$ cat config.mk
export PLATFORM = sky130hd
export DESIGN_NAME = pitch_glide_ctrl_flat
export DESIGN_NICKNAME = d
export VERILOG_FILES = /design/src/rtl/pitch_glide_ctrl_if.sv /design/src/rtl/pitch_glide_ctrl.sv /design/src/flat_wrapper.sv
export SDC_FILE = /design/constraint.sdc
export NUM_CORES = 1
export LEC_CHECK = 0
export ABC_AREA = 1
export CORE_ASPECT_RATIO = 0.7
export CORE_MARGIN = 3
export CORE_UTILIZATION = 53
export DETAILED_ROUTE_END_ITERATION = 16
export GPL_TIMING_DRIVEN = 0
export PLACE_DENSITY_LB_ADDON = 0.25
export SLEW_MARGIN = 10
export SYNTH_ARGS = -nofsm -noshare
export SYNTH_HDL_FRONTEND = slang
export SYNTH_SLANG_ARGS = --single-unit
export TNS_END_PERCENT = 50
$ cat constraint.sdc
create_clock -name CLOCK_50 -period 4 [get_ports CLOCK_50]
set_input_delay 0.4 -clock CLOCK_50 [delete_from_list [all_inputs] [get_ports CLOCK_50]]
set_output_delay 0.4 -clock CLOCK_50 [all_outputs]
set_load 0.02 [all_outputs]
$ cat src/rtl/pitch_glide_ctrl_if.sv
// Request channel from the user-interface logic into pitch_glide_ctrl.
//   req_valid  : request present (master -> slave)
//   req_ready  : request accepted when high together with req_valid (slave -> master)
//   req_ratio  : requested ratio, 8.8 unsigned (master -> slave)
//   req_bypass : 1 = return to bypass, req_ratio ignored (master -> slave)
interface pitch_glide_ctrl_if;
  logic        req_valid;
  logic        req_ready;
  logic [15:0] req_ratio;
  logic        req_bypass;

  modport master (output req_valid, output req_ratio, output req_bypass, input req_ready);
  modport slave  (input req_valid, input req_ratio, input req_bypass, output req_ready);
endinterface

$ cat src/rtl/pitch_glide_ctrl.sv
// Control-plane sequencer for the pitch shifter datapath. Owns the datapath
// enable and pitch_ratio, warms the delay buffer before engaging, and glides
// the ratio toward each new target by at most STEP per sample tick. enable is
// only dropped once the ratio is back at unity, so bypass is click-free.
// Ports:
//   CLOCK_50    : system clock, rising edge
//   reset       : synchronous active-high reset
//   tick        : one-cycle sample strobe shared with the datapath
//   req         : request channel (valid/ready, ratio, bypass)
//   pitch_ratio : ratio to datapath, 8.8 unsigned (registered)
//   enable      : datapath enable (registered)
//   busy        : high in WARMUP, GLIDE or RELEASE (registered)
//   state_dbg   : BYPASS=0 WARMUP=1 GLIDE=2 ACTIVE=3 RELEASE=4
module pitch_glide_ctrl #(
  parameter logic [15:0] UNITY     = 16'h0100,
  parameter logic [15:0] STEP      = 16'd1,
  parameter logic [15:0] WARMUP    = 16'd2048,
  parameter logic [15:0] RATIO_MIN = 16'h0080,
  parameter logic [15:0] RATIO_MAX = 16'h0200
) (
  input  logic              CLOCK_50,
  input  logic              reset,
  input  logic              tick,
  pitch_glide_ctrl_if.slave req,
  output logic [15:0]       pitch_ratio,
  output logic              enable,
  output logic              busy,
  output logic [2:0]        state_dbg
);

  localparam int unsigned RW = 16;
  localparam int unsigned DW = RW + 1;

  typedef enum logic [2:0] {
    S_BYPASS  = 3'd0,
    S_WARMUP  = 3'd1,
    S_GLIDE   = 3'd2,
    S_ACTIVE  = 3'd3,
    S_RELEASE = 3'd4
  } state_e;

  state_e          state_q, state_d;
  logic [RW-1:0]   ratio_q, ratio_d;
  logic [RW-1:0]   target_q, target_d;
  logic [RW-1:0]   warm_q, warm_d;
  logic            enable_q, enable_d;
  logic            ready_q, ready_d;
  logic            busy_q, busy_d;

  logic            accept_c;
  logic [RW-1:0]   clamped_c;
  logic signed [DW-1:0] diff_c;
  logic signed [DW-1:0] step_s_c;
  logic            reached_c;
  logic [RW-1:0]   stepped_c;

  // Handshake and clamp of the incoming ratio.
  assign accept_c  = req.req_valid && ready_q;
  assign clamped_c = (req.req_ratio < RATIO_MIN) ? RATIO_MIN :
                     (req.req_ratio > RATIO_MAX) ? RATIO_MAX : req.req_ratio;

  // Glide arithmetic: 17-bit signed difference so no wrap around 0/0xFFFF.
  assign diff_c    = $signed({1'b0, target_q}) - $signed({1'b0, ratio_q});
  assign step_s_c  = $signed({1'b0, STEP});
  assign reached_c = (diff_c <= step_s_c) && (diff_c >= -step_s_c);
  assign stepped_c = diff_c[DW-1] ? RW'(ratio_q - STEP) : RW'(ratio_q + STEP);

  // Next-state and next-output logic.
  always_comb begin
    state_d  = state_q;
    ratio_d  = ratio_q;
    target_d = target_q;
    warm_d   = warm_q;
    enable_d = enable_q;

    case (state_q)
      S_BYPASS: begin
        enable_d = 1'b0;
        ratio_d  = UNITY;
        if (accept_c && !req.req_bypass) begin
          target_d = clamped_c;
          warm_d   = '0;
          state_d  = S_WARMUP;
        end
      end
      S_WARMUP: begin
        if (tick) begin
          warm_d = RW'(warm_q + 16'd1);
          if (warm_q == RW'(WARMUP - 16'd1)) begin
            enable_d = 1'b1;
            state_d  = (target_q == UNITY) ? S_ACTIVE : S_GLIDE;
          end
        end
      end
      S_GLIDE: begin
        if (tick) begin
          if (reached_c) begin
            ratio_d = target_q;
            state_d = S_ACTIVE;
          end else begin
            ratio_d = stepped_c;
          end
        end
      end
      S_ACTIVE: begin
        // A request on a tick edge only changes state; stepping starts next tick.
        if (accept_c) begin
          if (req.req_bypass) begin
            target_d = UNITY;
            state_d  = S_RELEASE;
          end else begin
            target_d = clamped_c;
            state_d  = (clamped_c == ratio_q) ? S_ACTIVE : S_GLIDE;
          end
        end
      end
      S_RELEASE: begin
        if (tick) begin
          if (reached_c) begin
            ratio_d  = target_q;
            enable_d = 1'b0;
            state_d  = S_BYPASS;
          end else begin
            ratio_d = stepped_c;
          end
        end
      end
      default: begin
        state_d  = S_BYPASS;
        ratio_d  = UNITY;
        target_d = UNITY;
        enable_d = 1'b0;
      end
    endcase

    // Ready and busy follow the state being entered.
    ready_d = (state_d == S_BYPASS) || (state_d == S_ACTIVE);
    busy_d  = (state_d == S_WARMUP) || (state_d == S_GLIDE) || (state_d == S_RELEASE);
  end

  // State and output registers.
  always_ff @(posedge CLOCK_50) begin
    if (reset) begin
      state_q  <= S_BYPASS;
      ratio_q  <= UNITY;
      target_q <= UNITY;
      warm_q   <= '0;
      enable_q <= 1'b0;
      ready_q  <= 1'b1;
      busy_q   <= 1'b0;
    end else begin
      state_q  <= state_d;
      ratio_q  <= ratio_d;
      target_q <= target_d;
      warm_q   <= warm_d;
      enable_q <= enable_d;
      ready_q  <= ready_d;
      busy_q   <= busy_d;
    end
  end

  assign req.req_ready = ready_q;
  assign pitch_ratio   = ratio_q;
  assign enable        = enable_q;
  assign busy          = busy_q;
  assign state_dbg     = state_q;

endmodule

$ cat src/flat_wrapper.sv
// flat-port wrapper written by rule: the top's interface ports become plain ports
module pitch_glide_ctrl_flat 
#(
  parameter logic [15:0] UNITY     = 16'h0100,
  parameter logic [15:0] STEP      = 16'd1,
  parameter logic [15:0] WARMUP    = 16'd2048,
  parameter logic [15:0] RATIO_MIN = 16'h0080,
  parameter logic [15:0] RATIO_MAX = 16'h0200
)
  (CLOCK_50, reset, tick, pitch_ratio, enable, busy, state_dbg, req_req_valid, req_req_ratio, req_req_bypass, req_req_ready);
  pitch_glide_ctrl_if req_i ();
  input  logic CLOCK_50;
  input  logic reset;
  input  logic tick;
  output logic [15:0] pitch_ratio;
  output logic enable;
  output logic busy;
  output logic [2:0] state_dbg;
  input wire logic [$bits(req_i.req_valid)-1:0] req_req_valid;
  input wire logic [$bits(req_i.req_ratio)-1:0] req_req_ratio;
  input wire logic [$bits(req_i.req_bypass)-1:0] req_req_bypass;
  output wire logic [$bits(req_i.req_ready)-1:0] req_req_ready;
  assign req_i.req_valid = req_req_valid;
  assign req_i.req_ratio = req_req_ratio;
  assign req_i.req_bypass = req_req_bypass;
  assign req_req_ready = req_i.req_ready;
  pitch_glide_ctrl #(.UNITY(UNITY), .STEP(STEP), .WARMUP(WARMUP), .RATIO_MIN(RATIO_MIN), .RATIO_MAX(RATIO_MAX)) u_core (.CLOCK_50(CLOCK_50), .reset(reset), .tick(tick), .req(req_i), .pitch_ratio(pitch_ratio), .enable(enable), .busy(busy), .state_dbg(state_dbg));
endmodule
==> flow_summary.json <==
{
  "syn-num-nets": 850,
  "fin_util": 0.643,
  "start_util": 0.552,
  "crit_required_ns": 4.16,
  "rr_worst_depth": 20,
  "ys_types": 39,
  "die-area_mm2": 0.0101,
  "wl_per_cell_um": 14.0,
  "setup_viol_count_final": 0,
  "syn_area_per_cell_um2": 5.96,
  "layout_min_cycle_time_ns": 3.78,
  "clk_pin_slew_ns": 0.08,
  "reg2reg_to": "u_core.pitch_ratio[12]",
  "vias": 5219,
  "hold_viol_final": 0,
  "rsz0062_at_grt": "no",
  "ys_warn_count": 0,
  "fin_nets": 900,
  "worst_setup_path_end_kind": "register",
  "regToRegStartpoint": "u_core.target_q[0]",
  "portBuffers": 41,
  "synthCells": 795,
  "hp-class": "register to register",
  "syn_area_mm2": 0.00474,
  "grt_max_degree": 19,
  "ir_drop_uv": 193,
  "cts_tree": "built",
  "synthToLayoutAreaGrowth_pct": 16.5,
  "min_path_cells": 1,
  "drive_above_1_share": 0.0650,
  "placed_cell_area_mm2": 0.00530,
  "gr-total-overflow": 0,
  "cts_buffers": 5,
  "r2r_setup_slack_ns": 0.22,
  "clock_sinks": 54,
  "power_density_mw_per_mm2": 288,
  "cts_root_buf": "clkbuf_16",
  "slew_headroom": 0.596,
  "min_from": "u_core.warm_q[4]",
  "synth_seq_area_share": 0.228,
  "hpwlAfterDp_um": 10800,
  "gp_congestion": 0.963,
  "max_slew.worst_pin.slew_ns": 0.600,
  "final_cell_mix": "220 x nand2_1, 147 x inv_1, 70 x nand3_1",
  "fmax_ghz": 0.265,
  "worstPathArrival_ns": 3.93,
  "ys_ff_latch": 54,
  "drc": 0,
  "core-area_mm2": 0.00858,
  "die_w_um": 119,
  "io_pins": 43,
  "cp-start-kind": "register",
  "clock_skew_ns": 0.00799,
  "clkLatencyLatePin_ns": 0.30,
  "htreeDepth": 2,
  "drv_slew": 0,
  "first_global_vias": 4898,
  "ant_nets": 0,
  "drt_iter0_drc": 444,
  "placed_cells": 956,
  "vias_per_cell": 5.40,
  "fin_crit_sh": 0.945,
  "worstPathMaxFanout": 10,
  "power_w": 0.00159,
  "status": "finished clean",
  "grt_use_total": 0.269,
  "cts-hold-fix-buffers": 0,
  "clock_path_buffers": 2,
  "routed_wl_um": 13500,
  "worst_hold_path.endpoint": "u_core.warm_q[4]",
  "leakage_nw": 2.66,
  "antenna_found_initial": 0,
  "finalNonFillerCells": 966,
  "crit_type": "register to register",
  "fin_area_mm2": 0.00552,
  "fillers": 796,
  "drt_first_pass_iters": 6,
  "antenna_cells": 0,
  "mostFrequentLayoutCell": "nand2_1",
  "grt_pass1_wl_um": 22900,
  "cap_violations": 0,
  "fp-row-count": 28,
  "die_h_um": 85.1
}
## registers in the layout, summed over array words and instances (netlist names)
signal and flops:
u_core.state_dbg 3, u_core.busy 1, u_core.target_q 16, u_core.pitch_ratio 16
u_core.warm_q 16, u_core.enable 1, u_core.req.req_ready 1
## metrics by stage
step / hold WS (ns) / TNS, ns / worst slack, ns
after floorplan: 0.443 / 0 / 0.262
after global placement: 0.459 / -1.15 / -0.440
after detailed placement: 0.466 / -1.85 / -0.521
after CTS: 0.485 / 0 / 0.106
after global routing: 0.500 / 0 / 0.00279
final: 0.483 / 0 / 0.220
## cells in the mapped netlist
library cell,number,area [µm²]
ha_1,32,400
a31oi_1,2,12.5
and3_1,1,6.26
nor3_1,20,100
nor4_1,3,18.8
nand2_2,13,81.3
nor3_2,2,20.0
o22ai_1,1,6.26
nand4_2,1,12.5
o211ai_1,1,7.51
o31ai_1,1,7.51
nand4_1,16,100
o41ai_1,1,8.76
nand2_4,3,33.8
o21ai_0,20,100
xor2_1,14,123
a211oi_1,2,15.0
a22oi_1,1,7.51
nor4b_1,1,8.76
nand3b_1,1,7.51
o21bai_1,3,22.5
nand2_1,220,826
buf_6,1,11.3
buf_2,1,5.00
inv_2,5,18.8
inv_1,147,552
o21ai_1,1,5.00
a21o_1,2,15.0
clkbuf_1,7,26.3
nor2_2,6,37.5
fa_1,2,40.0
buf_4,1,7.51
nand3_2,4,40.0
a21oi_1,70,350
dfxtp_1,54,1080
nor2_1,59,221
xnor2_1,4,35.0
nand3_1,71,355
o221ai_1,1,8.76
## what timing repair did
item / in CTS / in global routing
endpoints found under the setup margin: 8 / 10
buffers inserted: 2 / 0
gates resized for setup: 1 / 9
pin swaps: 1 / 1
## layer usage
metal  wire length (µm)  global-route usage  vias to the layer above
li1                   -                   -                     2635
met2               5830               0.422                      216
met1               6320               0.385                     2346
met5                  0                   0                        -
met4                128              0.0431                        0
met3               1250              0.0640                       22
## worst max-delay path, stage by stage, from the launching register on
cell	delay (ns)
dfxtp_1	0.34
inv_1	0.12
ha_1	0.23
fa_2	0.37
inv_1	0.08
nand3_1	0.08
nand2_2	0.12
nand2_1	0.08
nand2_1	0.06
nand2_1	0.04
nand2_1	0.08
nand4_1	0.09
nor4b_1	0.35
nand4_1	0.14
nor4_1	0.25
ha_1	0.30
nand2_2	0.20
clkbuf_1	0.34
nand3_1	0.17
nand3_1	0.12
a21oi_1	0.07
## power breakdown
part	total [W]	leakage, nW	internal [W]	switching, W
clock	0.000515	0.0819	0.000300	0.000215
combinational	0.000524	2.14	0.000184	0.000340
sequential	0.000551	0.437	0.000543	0.00000774
total	0.00159	2.66	0.00103	0.000563
## final cells by class
type,count,area (µm²),area share
Inverter,152,571,0.103
Buffer,10,50.0,0.00907
Timing Repair Buffer,43,425,0.0771
Multi-Input combinational cell,579,3060,0.555
Sequential cell,54,1080,0.196
Tap cell,120,150,0.0272
Clock inverter,3,48.8,0.00885
Clock buffer,5,125,0.0227
## logic make-up (layout without fill, tap and decap cells)
| family | after synthesis | count (layout) | synth area share |
|---|---|---|---|
| AO/OA/AOI/OAI | 106 | 106 | 0.120 |
| XOR/XNOR | 18 | 18 | 0.0333 |
| adder cells (fa/ha/maj) | 34 | 34 | 0.0930 |
| buffers and inverters | 162 | 213 | 0.131 |
| flip-flops | 54 | 54 | 0.228 |
| AND/OR/NAND/NOR | 421 | 421 | 0.395 |
## worst max path at each step
stage	start	end	slack, ns	depth (start not counted)
after detailed placement	u_core.pitch_ratio[3]	u_core.pitch_ratio[10]	-0.52	21
after CTS	u_core.pitch_ratio[0]	u_core.pitch_ratio[10]	0.11	21
final	u_core.target_q[0]	u_core.pitch_ratio[12]	0.22	20
after global routing	u_core.pitch_ratio[1]	u_core.pitch_ratio[12]	0.003	19
after global placement	u_core.pitch_ratio[11]	u_core.pitch_ratio[10]	-0.44	19
after floorplan	u_core.pitch_ratio[3]	u_core.pitch_ratio[10]	0.26	21
Power figures use the tool's default switching activity.
